$ cat src/rtl/pattern_tx_if.sv
// Board-side signal bundle for pattern_tx: go key, pattern/loop switches and LEDs.
// The board drives through the master modport and the transmitter uses the slave modport.
interface pattern_tx_if;
  logic       i_key1;  // go, active-low (pressed = 0)
  logic [9:1] i_sw;    // [8:1] pattern (SW[8] sent first), [9] loop
  logic [9:0] o_ledr;

  modport master (output i_key1, output i_sw, input  o_ledr);
  modport slave  (input  i_key1, input  i_sw, output o_ledr);
endinterface

$ cat src/rtl/pattern_tx.sv
// Serial bit-pattern transmitter: shifts an 8-bit switch pattern out MSB-first on w, single pass or looping.
// Define PATTERN_TX_EXPECT_EN to build the run tracker that drives the expected-z LED (LEDR[9]).
module pattern_tx #(
  parameter int RUN_LEN = 4,
  parameter int PAT_W   = 8
) (
  input  logic         clk,    // KEY[0], manual pushbutton clock
  input  logic         rst_n,  // SW[0], synchronous active-low
  pattern_tx_if.slave  bus
);

  localparam int IDX_W = $clog2(PAT_W);
  localparam logic [IDX_W-1:0] IDX_TOP = IDX_W'(PAT_W - 1);

  typedef enum logic [1:0] {
    IDLE = 2'b00,
    SEND = 2'b01,
    DONE = 2'b10,
    BAD  = 2'b11
  } state_t;

  state_t             r_state, w_nxt_state;
  logic [PAT_W-1:0]   r_pat,   w_nxt_pat;
  logic [IDX_W-1:0]   r_idx,   w_nxt_idx;
  logic               r_w,     w_nxt_w;
  logic [IDX_W-1:0]   w_idx_dec;
  logic               w_go;
  logic               w_loop;
  logic               w_exp_z;

  assign w_go      = ~bus.i_key1;
  assign w_loop    = bus.i_sw[9];
  assign w_idx_dec = r_idx - 1'b1;

  // NOTE: sequential state uses non-blocking (<=) so every register samples pre-edge values together.
  always_ff @(posedge clk) begin
    // NOTE: the reset is synchronous, so it sits inside the clocked block and no edge of rst_n appears in the sensitivity list.
    if (!rst_n) begin
      r_state <= IDLE;
      r_pat   <= '0;
      r_idx   <= '0;
      r_w     <= 1'b0;
    end else begin
      r_state <= w_nxt_state;
      r_pat   <= w_nxt_pat;
      r_idx   <= w_nxt_idx;
      r_w     <= w_nxt_w;
    end
  end

  // NOTE: every output of this block gets a default first, so no path leaves a signal unassigned (no latch).
  always_comb begin
    w_nxt_state = r_state;
    w_nxt_pat   = r_pat;
    w_nxt_idx   = r_idx;
    w_nxt_w     = 1'b0;
    case (r_state)
      IDLE: begin
        w_nxt_idx = '0;
        if (w_go) begin
          w_nxt_state = SEND;
          w_nxt_pat   = bus.i_sw[PAT_W:1];
          w_nxt_w     = bus.i_sw[PAT_W];
          w_nxt_idx   = IDX_TOP;
        end
      end
      SEND: begin
        if (r_idx != '0) begin
          w_nxt_idx = w_idx_dec;
          w_nxt_w   = r_pat[w_idx_dec];
        end else if (w_loop) begin
          // Wrap replays the captured pattern; the switches are not re-read.
          w_nxt_idx = IDX_TOP;
          w_nxt_w   = r_pat[PAT_W-1];
        end else begin
          w_nxt_state = DONE;
        end
      end
      DONE: begin
        if (!w_go) w_nxt_state = IDLE;
      end
      default: begin
        w_nxt_state = IDLE;
      end
    endcase
  end

`ifdef PATTERN_TX_EXPECT_EN
  localparam int RUN_W = $clog2(RUN_LEN + 1);
  localparam logic [RUN_W-1:0] RUN_MAX = RUN_W'(RUN_LEN);

  logic [RUN_W-1:0] r_run,  w_nxt_run;
  logic             r_last, w_nxt_last;

  always_ff @(posedge clk) begin
    if (!rst_n) begin
      r_run  <= '0;
      r_last <= 1'b0;
    end else begin
      r_run  <= w_nxt_run;
      r_last <= w_nxt_last;
    end
  end

  // Tracks the bit being emitted at this edge, so run lines up with w in the same cycle.
  always_comb begin
    w_nxt_run  = r_run;
    w_nxt_last = r_last;
    case (r_state)
      IDLE: begin
        if (w_go) begin
          w_nxt_run  = RUN_W'(1);
          w_nxt_last = bus.i_sw[PAT_W];
        end
      end
      SEND: begin
        if (r_idx == '0 && !w_loop) begin
          w_nxt_run = '0;
        end else begin
          if (w_nxt_w == r_last)
            w_nxt_run = (r_run == RUN_MAX) ? RUN_MAX : r_run + 1'b1;
          else
            w_nxt_run = RUN_W'(1);
          w_nxt_last = w_nxt_w;
        end
      end
      default: ;
    endcase
  end

  assign w_exp_z = (r_state == SEND) && (r_run == RUN_MAX);
`else
  assign w_exp_z = 1'b0;
`endif

  assign bus.o_ledr = {w_exp_z, 1'b0, 1'b0, (r_state == DONE), r_state, r_idx, r_w};

endmodule

$ cat src/flat_wrapper.sv
// flat-port wrapper written by rule: the top's interface ports become plain ports
module pattern_tx_flat 
#(
  parameter int RUN_LEN = 4,
  parameter int PAT_W   = 8
)
  (clk, rst_n, bus_i_key1, bus_i_sw, bus_o_ledr);
  pattern_tx_if bus_i ();
  input  logic clk;
  input  logic rst_n;
  input wire logic [$bits(bus_i.i_key1)-1:0] bus_i_key1;
  input wire logic [$bits(bus_i.i_sw)-1:0] bus_i_sw;
  output wire logic [$bits(bus_i.o_ledr)-1:0] bus_o_ledr;
  assign bus_i.i_key1 = bus_i_key1;
  assign bus_i.i_sw = bus_i_sw;
  assign bus_o_ledr = bus_i.o_ledr;
  pattern_tx #(.RUN_LEN(RUN_LEN), .PAT_W(PAT_W)) u_core (.clk(clk), .rst_n(rst_n), .bus(bus_i));
endmodule
$ cat config.mk
export PLATFORM = sky130hd
export DESIGN_NAME = pattern_tx_flat
export DESIGN_NICKNAME = d
export VERILOG_FILES = /design/src/rtl/pattern_tx_if.sv /design/src/rtl/pattern_tx.sv /design/src/flat_wrapper.sv
export SDC_FILE = /design/constraint.sdc
export NUM_CORES = 1
export LEC_CHECK = 0
export ABC_AREA = 1
export CELL_PAD_IN_SITES_DETAIL_PLACEMENT = 1
export CELL_PAD_IN_SITES_GLOBAL_PLACEMENT = 1
export CORE_MARGIN = 10
export CORE_UTILIZATION = 33
export DETAILED_ROUTE_END_ITERATION = 10
export PLACE_DENSITY_LB_ADDON = 0.08
export SYNTH_ARGS = -nofsm -noshare
export SYNTH_HDL_FRONTEND = slang
export SYNTH_SLANG_ARGS = --single-unit
$ cat constraint.sdc
create_clock -name clk -period 2.78 [get_ports clk]
set_input_delay 0.695 -clock clk [delete_from_list [all_inputs] [get_ports clk]]
set_output_delay 0.695 -clock clk [all_outputs]
set_load 0.02 [all_outputs]
==> run summary, run 1 <==
============================================================================
Result of the run                                                  completed
Mean post-synth cell area                                          7.14 um^2
Count of buffer and inverter cells on the critical path                    2
Reg2reg setup slack                                                   990 ps
Fraction of synthesized cell area in xor and xnor cells                    0
Number of synthesis warnings                                               0
IR Drop Worst-Case VDD                                              0.270 mV
Worst Hold Depth                                                           2
Number of failing hold endpoints at the final stage                        0
Yosys cell types                                                          19
Clock-pin transition on the worst setup and hold timing paths          90 ps
Worst reg2reg startpoint                                        u_core.r_idx[0]
Commonest cells after routing, fill and taps aside              18 x sky130_fd_sc_hd__clkdlybuf4s50_1, 15 x sky130_fd_sc_hd__inv_1, 15 x sky130_fd_sc_hd__nand2_1
CTS tree                                                               built
Main area contributors after synthesis                          sky130_fd_sc_hd__dfxtp_1 40%, sky130_fd_sc_hd__inv_1 8.1%, sky130_fd_sc_hd__nand2_1 8.1%
Switching part of the total                                            0.338
Wire length per cell after detailed routing                          13.2 um
Setup TNS                                                               0 ps
Layout net count                                                         131
Effective utilization at floorplan                                     0.353
Synthesized area                                                    699 um^2
Post-synthesis sequential area ratio                                   0.401
PwrDens                                                          638 mW/mm^2
Crit path max-delay cell type                                   sky130_fd_sc_hd__clkdlybuf4s50_1
Post-synthesis compound-gate area fraction                             0.208
Internal Power                                                        385 uW
Largest family of logic cells by synthesized area               compound AO/OA/AOI/OAI gates
Type of the setup path with the least slack                          reg2out
Placement row count                                                       16
Nature of the critical path endpoint                             output port
Area share of the largest cell type after synthesis                    0.401
Mux share of post-synthesis cell area                                      0
CP Max Fanout                                                              6
Hold wc startpoint                                              u_core.r_pat[3]
Synthesis-to-layout area growth                                        30.4%
R2R depth                                                                  8
Worst Setup Slack, final                                              540 ps
Count of cells resized by post-cts repair                                  0
Total power draw                                                      582 uW
Number of max-slew violations in the final report                          0
Initial antenna violation count                                            0
Cells after Synth                                                         98
Number of buffers added by the clock tree synthesis step                   3
Drt via density                                                         4.74
Post-layout min period                                               2240 ps
Highest achievable clock rate                                        446 MHz
Number of nets still failing antenna checks after routing                  0
Footprint of the flip-flops and latches                             280 um^2
Pre-Repair DR Iteration Count                                              4
Area of the placeable core                                      0.00198 mm^2
IO buf count                                                              18
Final antenna diode count                                                  0
Via total after detailed routing                                         678
Slowest Stage Delay on Critical Path                                  610 ps
Largest area contributor in the netlist                         sky130_fd_sc_hd__dfxtp_1
Leakage                                                          0.000387 uW
Worst min-delay path endpoint                                   u_core.r_pat[3]
Critical Path RT                                                     2090 ps
RSZ-0062 raised after global routing                                      no
Routability congestion estimate                                        0.769
Crit path arrival time                                               1550 ps
Number of inserted filler cells in the final layout                      263
Class of the most critical hold timing path                          reg2reg
Clock tree root driver cell                                     sky130_fd_sc_hd__clkbuf_4
Number of flip-flops and latches in the synthesized netlist               14
Overall fraction of global-route tracks in use                        0.0987
Leading cell type in the layout, fill and taps excluded         sky130_fd_sc_hd__clkdlybuf4s50_1
Clock tree buffer depth                                                    2
Clock latency on the worst-skew pair                                  280 ps
Nature of the critical path startpoint                              register
Largest delay share family, worst path                          buffers and inverters
Boundary pin count                                                        22
DP Worst Slack                                                        769 ps
Simple-gate area share of the yosys netlist                            0.190
Post-Synth Adder-Cell Area                                            0.0358
Hold bufs inserted after CTS                                               0
HPWL reported at the end of detailed placement                       1.47 mm
Proportion of power drawn by flip-flops and latches                    0.413
Fin crit share                                                         0.806
Final clock skew                                                     3.46 ps
Maximum capacitance violations                                             0
Net Switching                                                         197 uW
Number of levels in the clock H-tree                                       1
DRC Markers                                                                0
Number of buffers inserted by post-CTS setup repair                        0
Global-route wire length before repair                               3.29 mm
Number of global-route vias before repair                                732
Multi-input logic area                                              314 um^2
Die footprint                                                   0.00436 mm^2
Number of sinks handled by clock tree synthesis                           14
Worst reg2reg endpoint                                          u_core.r_idx[0]
Fraction of final layout cells sized beyond drive strength 1          0.0948
Ordered list of cells on the worst path                         inv_1, nor2_1, clkdlybuf4s50_1
Combinational share of power                                           0.329
Violation count after the first detailed-route iteration                  14
Largest net degree at the start of global routing                         16
Floorplan die width                                                  66.0 um
Sum of routed wire length over all layers                            1.88 mm
Number of endpoints failing setup at the final stage                       0
Vertical extent of the die                                           66.0 um
Part of the total power dissipated in the clock network                0.258
Congestion Overflow GR                                                     0
============================================================================
==> through the flow <==
stage | std cells | hold slack, ps | utilization | cell area (um^2)
3_3_place_gp | 139 | 445 | 0.442 | 876
6_report | 143 | 460 | 0.460 | 912
3_5_place_dp | 139 | 451 | 0.442 | 876
5_1_grt | 143 | 494 | 0.460 | 912
4_1_cts | 143 | 464 | 0.460 | 912
2_1_floorplan | 100 | 429 | - | 707
==> cell families after synthesis <==
family / Yosys count
other cells: 1
fa+ha+maj: 2
flops: 14
compound gates: 27
buf+inv: 24
simple gates: 30
==> metal layers <==
layer  vias to the layer above  part of all wire  wire length, um  GRT usage
met2                        17              0.46              858      0.151
met5                         -                 0                0          0
met3                         4             0.045               84     0.0339
li1                        343                 -                -          -
met4                         0             0.028               53     0.0785
met1                       314              0.47              884      0.109
==> registers in the layout (all words and copies together) (netlist names) <==
signal	count
u_core.r_idx	3
u_core.r_w	1
u_core.r_state	2
u_core.r_pat	8
==> cell usage after synthesis, drive strengths merged <==
| cell type | instances |
|---|---|
| inv | 18 |
| nand3 | 7 |
| buf | 5 |
| dfxtp | 14 |
| a31oi | 2 |
| clkbuf | 1 |
| or2 | 1 |
| nor2 | 6 |
| conb | 1 |
| o21ai | 13 |
| nand2 | 15 |
| ha | 2 |
| a21oi | 12 |
| nand3b | 1 |
==> power groups by stage <==
stage	combinational, uW	sequential, uW	clock [uW]
global placement	188	245	0
CTS	194	241	157
global route	220	243	170
detailed placement	193	246	0
finish	191	240	151
floorplan	121	254	0
==> layout make-up <==
type                       count  share of cell area
multi-input combinational     62               0.344
sequential                    14               0.307
clock buffer                   4              0.0398
inverter                      18              0.0741
timing repair buffer          18               0.198
tap                           27              0.0370
==> worst max path at each step <==
stage                            startpoint           endpoint  slack (ps)  depth (start not counted)
after CTS                 u_core.r_state[1]      bus_o_ledr[6]         510                          3
after floorplan             u_core.r_idx[0]  u_core.r_state[1]        1140                          8
final                     u_core.r_state[1]      bus_o_ledr[6]         540                          3
after detailed placement              rst_n  u_core.r_state[1]         770                          4
after global routing      u_core.r_state[1]      bus_o_ledr[6]         420                          3
after global placement                rst_n    u_core.r_idx[2]         780                          4
==> worst reg2reg max path, cell delays in order, from the launching register on <==
cell	delay (ps)
sky130_fd_sc_hd__dfxtp_1	500
sky130_fd_sc_hd__inv_2	110
sky130_fd_sc_hd__ha_1	210
sky130_fd_sc_hd__ha_1	230
sky130_fd_sc_hd__inv_2	70
sky130_fd_sc_hd__nor2_1	40
sky130_fd_sc_hd__a21oi_2	270
sky130_fd_sc_hd__o21ai_0	120
sky130_fd_sc_hd__a31oi_1	150
Note: power is estimated with default switching activity, not from simulation.
==> inputs of run 2 (changes only) <==
CORE_UTILIZATION = 31   (was 33)
clock period = 2.1 ns   (was 2.78 ns; I/O delays follow)
==> run 2 against run 1 <==
Against the previous run: clock skew about the same; worst hold slack improved by 1.1 ps; sequential cell count unchanged; combinational power increased by 33%.
==> run summary, run 2 (synthesis results as in run 1) <==
============================================================================
Initial antenna violation count                                            0
Highest achievable clock rate                                        506 MHz
Nature of the critical path endpoint                             output port
Number of levels in the clock H-tree                                       1
Effective utilization at floorplan                                     0.319
Number of buffers inserted by post-CTS setup repair                        0
Number of endpoints failing setup at the final stage                       0
Placement row count                                                       17
Leading cell type in the layout, fill and taps excluded         sky130_fd_sc_hd__clkdlybuf4s50_1
Area of the placeable core                                      0.00219 mm^2
Global-route wire length before repair                               3.26 mm
Post-layout min period                                               1980 ps
Layout net count                                                         132
Largest net degree at the start of global routing                         16
Drt via density                                                         4.59
CTS tree                                                               built
Die footprint                                                   0.00456 mm^2
RSZ-0062 raised after global routing                                      no
Overall fraction of global-route tracks in use                        0.0924
IO buf count                                                              18
Number of nets still failing antenna checks after routing                  0
Congestion Overflow GR                                                     0
Final antenna diode count                                                  0
Commonest cells after routing, fill and taps aside              18 x sky130_fd_sc_hd__clkdlybuf4s50_1, 15 x sky130_fd_sc_hd__inv_1, 15 x sky130_fd_sc_hd__nand2_1
Result of the run                                                  completed
Nature of the critical path startpoint                              register
Non-filler cells, final                                                  145
Fin crit share                                                         0.941
Via total after detailed routing                                         665
Clock tree buffer depth                                                    2
CP Max Fanout                                                              6
Floorplan die width                                                  67.5 um
Sum of routed wire length over all layers                            1.89 mm
Crit path arrival time                                               1450 ps
Class of the most critical hold timing path                          reg2reg
Routability congestion estimate                                        0.810
R2R depth                                                                  8
Fraction of final layout cells sized beyond drive strength 1           0.111
Startpoint of the worst setup timing path                       u_core.r_state[1]
HPWL reported at the end of detailed placement                       1.51 mm
Worst reg2reg startpoint                                        u_core.r_idx[0]
Met1 usage in global routing                                           0.103
DRC Markers                                                                0
Maximum capacitance violations                                             0
Number of sinks handled by clock tree synthesis                           14
Met3 capacity usage during global routing                             0.0380
Type of the setup path with the least slack                          reg2out
Reg2reg setup slack                                                   370 ps
Leakage                                                          0.000392 uW
Pre-Repair DR Iteration Count                                              4
Final clock skew                                                     3.43 ps
Number of buffers added by the clock tree synthesis step                   3
Vertical extent of the die                                           67.5 um
Clock latency on the worst-skew pair                                  280 ps
Number of global-route vias before repair                                719
Hold wc startpoint                                              u_core.r_pat[4]
Register with the most flip-flops                               u_core.r_pat
Leading registers by flop count                                 u_core.r_pat x8, u_core.r_idx x3, u_core.r_state x2
Number of max-slew violations in the final report                          0
Worst reg2reg endpoint                                          u_core.r_idx[1]
Global-route layer with the greatest usage                              met2
Last element of the critical path                               bus_o_ledr[6]
PwrDens                                                          836 mW/mm^2
Violation count after the first detailed-route iteration                  22
Placed Cells                                                             141
Setup TNS                                                               0 ps
Max FFs per register                                                       8
Critical Path RT                                                     1570 ps
Synthesis-to-layout area growth                                        31.8%
Clock tree root driver cell                                     sky130_fd_sc_hd__clkbuf_4
Fraction of met2 tracks used by global routing                         0.149
Number of failing hold endpoints at the final stage                        0
Wire length per cell after detailed routing                          13.0 um
IR Drop Worst-Case VDD                                              0.391 mV
Clock-pin transition on the worst setup and hold timing paths          90 ps
Boundary pin count                                                        22
============================================================================
[run 2: changes by cell type in the layout (fill, tap and decap cells not counted), sizes merged]
cell	delta
buf	+1
[run 2: power by group]
group | leakage (uW) | internal, uW | switching (uW) | total, uW
logic | 0.000255 | 109 | 145 | 254
registers | 0.000116 | 297 | 22.1 | 319
clock network | 0.0000210 | 105 | 92.5 | 198
total | 0.000392 | 512 | 259 | 771
[run 2: timing repair]
item                                    in CTS  in global routing
hold buffers                                 0                  0
resized for setup                            0                  1
endpoints found under the setup margin       0                  1
[run 2: cell type report]
type                            instances  area [um^2]
Multi-Input combinational cell         62          314
Clock buffer                            4         36.3
Inverter                               18         67.6
Fill cell                             286         1270
Timing Repair Buffer                   19          188
Tap cell                               28         35.0
Sequential cell                        14          282
[run 2: critical path, stage by stage, from the launching register on]
cell and delay [ps]:
sky130_fd_sc_hd__dfxtp_2 420, sky130_fd_sc_hd__inv_1 60, sky130_fd_sc_hd__nor2_1 80, sky130_fd_sc_hd__clkdlybuf4s50_1 610
[run 2: per-layer routing]
layer  part of all wire  vias up
li1                   -      346
met1               0.45      300
met2               0.46       15
met3              0.077        4
met4              0.014        0
met5                  0        -
[run 2: through the flow]
stage | hold WS [ps] | instance area (um^2) | utilization | total power, uW | worst slack [ps]
6_report | 461 | 922 | 0.421 | 771 | 124
3_3_place_gp | 444 | 885 | 0.404 | 577 | 355
4_1_cts | 463 | 921 | 0.420 | 788 | 3.32
5_1_grt | 495 | 922 | 0.421 | 831 | 31.1
2_1_floorplan | 429 | 707 | - | 496 | 459
3_5_place_dp | 448 | 885 | 0.404 | 584 | 332
[run 2: worst min-delay path by stage]
stage | end | slack, ps | depth (start not counted)
floorplan | u_core.r_pat[0] | 430 | 2
global placement | u_core.r_pat[4] | 440 | 2
detailed placement | u_core.r_pat[4] | 450 | 2
CTS | u_core.r_pat[4] | 460 | 2
global route | u_core.r_pat[3] | 490 | 2
finish | u_core.r_pat[4] | 460 | 2
==> inputs of run 3 (changes only) <==
CTS_CLUSTER_SIZE = 28   (was default)
==> results of run 3 <==
Final layout, timing and power as in run 2 (identical DEF).
